### config.mk
export PLATFORM = sky130hd
export DESIGN_NAME = spi_master_rx_fifo
export DESIGN_NICKNAME = d
export VERILOG_FILES = /design/src/rtl/spi_master_rx_fifo_pkg.sv /design/src/rtl/spi_master_rx_fifo.sv
export SDC_FILE = /design/constraint.sdc
export NUM_CORES = 1
export LEC_CHECK = 0
export BUFFER_PORTS_ARGS = -buffer_cell sky130_fd_sc_hd__buf_2
export CELL_PAD_IN_SITES_DETAIL_PLACEMENT = 1
export CELL_PAD_IN_SITES_GLOBAL_PLACEMENT = 2
export CORE_MARGIN = 5
export CORE_UTILIZATION = 35
export CTS_CLUSTER_DIAMETER = 120
export DETAILED_ROUTE_END_ITERATION = 8
export PLACE_DENSITY = 0.66
export SLEW_MARGIN = 10
export SYNTH_ARGS = -nofsm -noshare
export SYNTH_HDL_FRONTEND = slang
export SYNTH_SLANG_ARGS = --single-unit
### constraint.sdc
create_clock -name clk -period 10.72 [get_ports clk]
set_input_delay 2.144 -clock clk [delete_from_list [all_inputs] [get_ports clk]]
set_output_delay 2.144 -clock clk [all_outputs]
set_load 0.03 [all_outputs]
### src/rtl/spi_master_rx_fifo_pkg.sv
// Shared helpers for the SPI receive/transmit word buffer.
// Pointer wrap uses an explicit compare so any depth works.
package spi_master_rx_fifo_pkg;

   function automatic int unsigned wrap_inc(
      input int unsigned ptr,
      input int unsigned depth
   );
      return (ptr == depth - 1) ? 0 : ptr + 1;
   endfunction

endpackage

### src/rtl/spi_master_rx_fifo.sv
// Word buffer between the SPI shifter and the read path.
// ready_o comes from registered occupancy only, never from valid_i.
module spi_master_rx_fifo
   import spi_master_rx_fifo_pkg::*;
#(
   parameter int DATA_WIDTH       = 32,
   parameter int BUFFER_DEPTH     = 8,
   parameter int LOG_BUFFER_DEPTH = $clog2(BUFFER_DEPTH)
) (
   input  logic                      clk,
   input  logic                      rstn,
   input  logic                      clr_i,
   output logic [LOG_BUFFER_DEPTH:0] elements_o,
   input  logic [DATA_WIDTH-1:0]     data_i,
   input  logic                      valid_i,
   output logic                      ready_o,
   output logic [DATA_WIDTH-1:0]     data_o,
   output logic                      valid_o,
   input  logic                      ready_i
);

   localparam logic [LOG_BUFFER_DEPTH:0] FULL =
      BUFFER_DEPTH[LOG_BUFFER_DEPTH:0];

   logic [LOG_BUFFER_DEPTH-1:0] wr_ptr;
   logic [LOG_BUFFER_DEPTH-1:0] rd_ptr;
   logic [LOG_BUFFER_DEPTH:0]   elements;
   logic [DATA_WIDTH-1:0]       mem [BUFFER_DEPTH];
   logic                        push;
   logic                        pop;

   assign ready_o    = (elements != FULL);
   assign valid_o    = (elements != '0);
   assign elements_o = elements;
   assign data_o     = mem[rd_ptr];
   assign push       = valid_i & ready_o;
   assign pop        = valid_o & ready_i;

   always_ff @(posedge clk or negedge rstn) begin
      if (!rstn) begin
         wr_ptr   <= '0;
         rd_ptr   <= '0;
         elements <= '0;
      end else if (clr_i) begin
         wr_ptr   <= '0;
         rd_ptr   <= '0;
         elements <= '0;
      end else begin
         if (push)
            wr_ptr <= LOG_BUFFER_DEPTH'(
               wrap_inc(32'(wr_ptr), BUFFER_DEPTH));
         if (pop)
            rd_ptr <= LOG_BUFFER_DEPTH'(
               wrap_inc(32'(rd_ptr), BUFFER_DEPTH));
         case ({push, pop})
            2'b10:   elements <= elements + 1'b1;
            2'b01:   elements <= elements - 1'b1;
            default: elements <= elements;
         endcase
      end
   end

   // Storage is intentionally left unreset; a flush only moves pointers.
   always_ff @(posedge clk) begin
      if (push && !clr_i)
         mem[wr_ptr] <= data_i;
   end

endmodule
== Yosys cells after proc, flatten, opt, wreduce, memory -nomap -nowiden ==
Memories as Yosys holds them, arrays and structs flattened.
Cells that the tools add are included.

* Output and inout port bits: 38
* Memories: 1
* Register bits: 10
* Bits in writable memories: 256
* Word-level logic and storage cells: 31

* Bitwise logic cells: 2
* Equality and inequality tests: 5
* Reduce and logical (&&, ||, !) cells: 6
* Add/subtract/negate cells: 4
* Muxes and demuxes: 10

{| class="wikitable"
|+ Memories
! memory !! words !! width !! read ports !! clocked after Yosys merged registers in !! write ports !! line !! text
|-
| mem || 8 || 32 || 1 || 0 || 1 || spi_master_rx_fifo.sv:28 || <nowiki>logic [DATA_WIDTH-1:0] mem [BUFFER_DEPTH];</nowiki>
|}

{| class="wikitable"
|+ Operators by type and width
! operator !! count
|-
| $mux 3 || 6
|-
| $pmux 4 s2 || 1
|-
| $add 3x1->3 const B || 2
|-
| $eq 3x3->1 const B || 2
|-
| $add 4x1->4 const B || 1
|-
| $mux 4 || 1
|-
| $ne 4x4->1 const B || 1
|-
| $reduce_bool 2->1 || 2
|-
| $reduce_bool 4->1 || 1
|-
| $sub 4x1->4 const B || 1
|-
| $reduce_bool 3->1 || 1
|-
| $and 1x1->1 || 2
|-
| $eq 2x1->1 const B || 1
|-
| $eq 2x2->1 const B || 1
|-
| $mux 1 || 2
|-
| $logic_and 1x1->1 || 1
|-
| $logic_not 1->1 || 1
|}

== Logic depth before layout (Yosys ltp) ==
* Depth in word-level cells: 5
* Mapped depth: 9
* Mapped depth without buffers: 8

== Worst setup path before layout ==
No wires, ideal clock.

* Path type: input port to flip-flop
* From: in valid_i
* To: mem mem[0][0], enable pin
* Setup time: 461 ps
* Setup slack: 5,122 ps
* Buffers on the path: 1
* Stages on the path: 4
* Required time: 10,259 ps
* Data arrival time: 5,137 ps
* Path through: clkbuf_1 -> nand2_1 -> or3_1 -> nor3_1

* Cells in the longest elaborated chain, start to end: 4

{| class="wikitable"
|+ Ends and longest elaborated chain
! element !! line !! text
|-
| start: declaration || spi_master_rx_fifo.sv:15 || <nowiki>input logic valid_i,</nowiki>
|-
| $and 1x1->1 || spi_master_rx_fifo.sv:36 || <nowiki>assign push = valid_i & ready_o;</nowiki>
|-
| $logic_and 1x1->1 || spi_master_rx_fifo.sv:65 || <nowiki>if (push && !clr_i)</nowiki>
|-
| $mux 1 || spi_master_rx_fifo.sv:65 ||
|-
| $mux 1 (implied by the code) || spi_master_rx_fifo.sv:66 || <nowiki>mem[wr_ptr] <= data_i;</nowiki>
|-
| end: declaration || spi_master_rx_fifo.sv:28 ||
|}

Every way passes these cells.

== Worst setup path after layout ==
* From: reg rd_ptr[0]
* To: out data_o[20]

* Cells in the longest elaborated chain, start to end: 1

{| class="wikitable"
|+ Ends and longest elaborated chain
! element !! line !! text
|-
| start: declaration || spi_master_rx_fifo.sv:26 || <nowiki>logic [LOG_BUFFER_DEPTH-1:0] rd_ptr;</nowiki>
|-
| start signal: assignment || spi_master_rx_fifo.sv:53 || <nowiki>rd_ptr <= LOG_BUFFER_DEPTH'(</nowiki>
|-
| $mem_v2 8x32 || -- ||
|-
| end: declaration || spi_master_rx_fifo.sv:17 || <nowiki>output logic [DATA_WIDTH-1:0] data_o,</nowiki>
|}

Every way passes these cells.

==> flow_summary.ini <==
[logic_synthesis]
seq_area_frac_synth_pct = 76.52
synth_top_cell_by_area = edfxtp_1
yosys_warnings = 0
synth_cells = 459
synth_ff_type = edfxtp_1
synth_fp_nets = 502
synth_edf_count = 256
synth.area.top_cells = edfxtp_1, mux4_2, mux2_2
synth_top_area_share_pct = 74.10
synth_cell_types = 34
netlist_area_mm2 = 0.01037
synth.avg_cell_area_um2 = 22.60
yosys_register_bits = 266
ys_async_sr_fraction_pct = 3.759

[final_layout]
register_area_mm2 = 0.007944
drive_above_1_share_pct = 40.98
fillers = 2808
mostFrequentLayoutCell = edfxtp_1
area_growth_syn_to_layout_pct = 17.05
nets = 594
insertedDiodeCount = 0
final_cell_mix = edfxtp_1, buf_2, mux4_2, mux2_2, clkbuf_16
multiInputGateArea_mm2 = 0.002342

[power_and_ir_drop]
ir_drop_mv = 0.1180
p_leak_nw = 3.883
total_power_w = 0.002706
p_per_area_mw_per_mm2 = 222.9

[worst_setup_path]
worstPathCellList = buf_4 > mux4_2 > mux2_2 > buf_2
critPathLaunchType = flop
cp_top_family = buffers and inverters
slowest_delay_ns = 0.80
worstPathMaxFanout = 44
crit_path_end_kind = output port
crit_type = reg -> out
cp-startpoint = rd_ptr[0]
crit_slowest_cell = buf_4
worstPathArrival_ns = 3.17
critical_path_buf_inv_count = 2
crit_required_ns = 8.58
reg2reg_from = elements_o[1]

[detailed_routing]
postRouteAntennaNets = 0
avgRoutedWirePerCell_um = 22.44
first_pass_iters = 4
routed_wirelength_um = 21560
drtIter0Drc = 305
drc_errors = 0
vias_per_cell = 4.976
route.vias.total = 4782

[timing]
finalSetupViolations = 0
finalHoldViolCount = 0
fin_crit_sh_pct = 49.58
finClkSkew_ns = 0.01058
finalSetupTns_ns = 0
worst_slew_pin_slew_ns = 1.011
drv_slew = 0
relSlewSlack_pct = 32.25
grt_setup_unrepaired = no
fmax_mhz = 188.1
period_needed_ns = 5.315

[place]
routabilityCongestion = 0.6672
place_hpwl_um = 12390
io_buffers = 74

[hold_path]
hp-start = wr_ptr[0]
hp-class = reg -> reg

[cts]
cts_tree = built
postCtsSetupBuffers = 0
cts_made_buffers = 28
ctsRootBufferMaster = clkbuf_16
htree_num_levels = 1
cts_buffer_depth = 3
cts.hold.buffers_added = 0
clk_pin_slew_ns = 0.06
cts_resized = 0
insertion_delay_ns = 0.53
cts_sinks = 266

[die]
initial_core_util_pct = 35.19
io_pins = 75
die_w_um = 182.2
design.core.area_mm2 = 0.02948
fp-row-count = 63
die_area_mm2 = 0.03318
dieHeight_um = 182.2

[status]
status = completed

[grt]
grt_use_total_pct = 13.14
grt_pass1_vias = 5444
grt_overflow = 0
grt_pass1_wl_um = 33420
antenna_found_initial = 0
grt_max_degree = 67

[flow_run]
drv_cap = 0
registers in the layout, indices dropped and copies added (netlist names):
name and flops:
elements_o 4, mem 256, wr_ptr 3, rd_ptr 3
worst reg2reg max path, cell delays in order, from the launching register on:
cell     delay, ns
dfrtp_1       0.59
or4b_1        0.33
nand2_1       0.16
or3_1         0.49
nor3_2        0.81
buf_4         0.54
routing by layer:
layer  track usage [%]  part of all wire [%]
met1             17.31                    43
met2             22.75                    51
met3             2.312                   3.5
met4             3.302                   1.9
met5                 0                     0
final cells by class:
cell class / instances / area share [%]
flip-flops and latches: 266 / 65.42
inverters: 1 / 0.03091
clock buffers: 34 / 6.131
repair buffers: 86 / 3.792
clock inverters: 16 / 1.319
well taps: 390 / 4.019
multi-input cells: 168 / 19.29
cell families (layout without fill, tap and decap cells):
logic type | count (synthesis) | count (layout) | share of synthesized area (%)
XOR/XNOR | 2 | 2 | 0.1689
multiplexers | 99 | 99 | 17.66
flip-flops | 266 | 266 | 76.52
AO/OA/AOI/OAI | 17 | 17 | 1.291
AND/OR/NAND/NOR | 44 | 44 | 2.207
adder cells (fa/ha/maj) | 6 | 6 | 0.7237
buffers and inverters | 25 | 137 | 1.435
power breakdown:
| group | switching [W] | internal [W] | leakage, nW |
|---|---|---|---|
| clock | 0.000376 | 0.000564 | 0.435 |
| sequential | 0.0000440 | 0.00118 | 2.44 |
| combinational | 0.000304 | 0.000240 | 1.01 |
synthesized netlist by cell type (all sizes together), types with 2 or more instances:
cell / number
nand4b: 2
ha: 6
mux2i: 3
nand2: 8
xnor2: 2
clkbuf: 11
dfrtp: 10
a21oi: 9
buf: 13
or3: 3
edfxtp: 256
nand3: 4
mux4: 64
nand2b: 5
and3b: 2
nor2: 12
mux2: 32
nor3: 5
metrics by stage:
step                      instance area [um^2]  cells  hold slack [ns]  setup slack [ns]  utilization [%]
final                                    12140    961           0.6008             5.405            41.19
after global routing                     12140    961           0.6389             5.180            41.19
after CTS                                12140    961           0.5992             5.296            41.19
after detailed placement                 11240    911           0.5918             5.863            38.12
after global placement                   11240    911           0.5569             5.860            38.12
after floorplan                          10370    459           0.5448             5.122                -
worst paths after layout:
kind | depth (start not counted) | slack, ns | end
setup / recovery | 4 | 5.40 | data_o[20]
hold / removal | 2 | 0.60 | wr_ptr[0]
setup reg to reg | 5 | 7.44 | mem[0][19]
hold reg to reg | 2 | 0.60 | wr_ptr[0]
max in group asynchronous | 1 | 8.99 | rd_ptr[0]
min in group asynchronous | 1 | 1.49 | wr_ptr[1]
(Power assumes the default switching activity.)
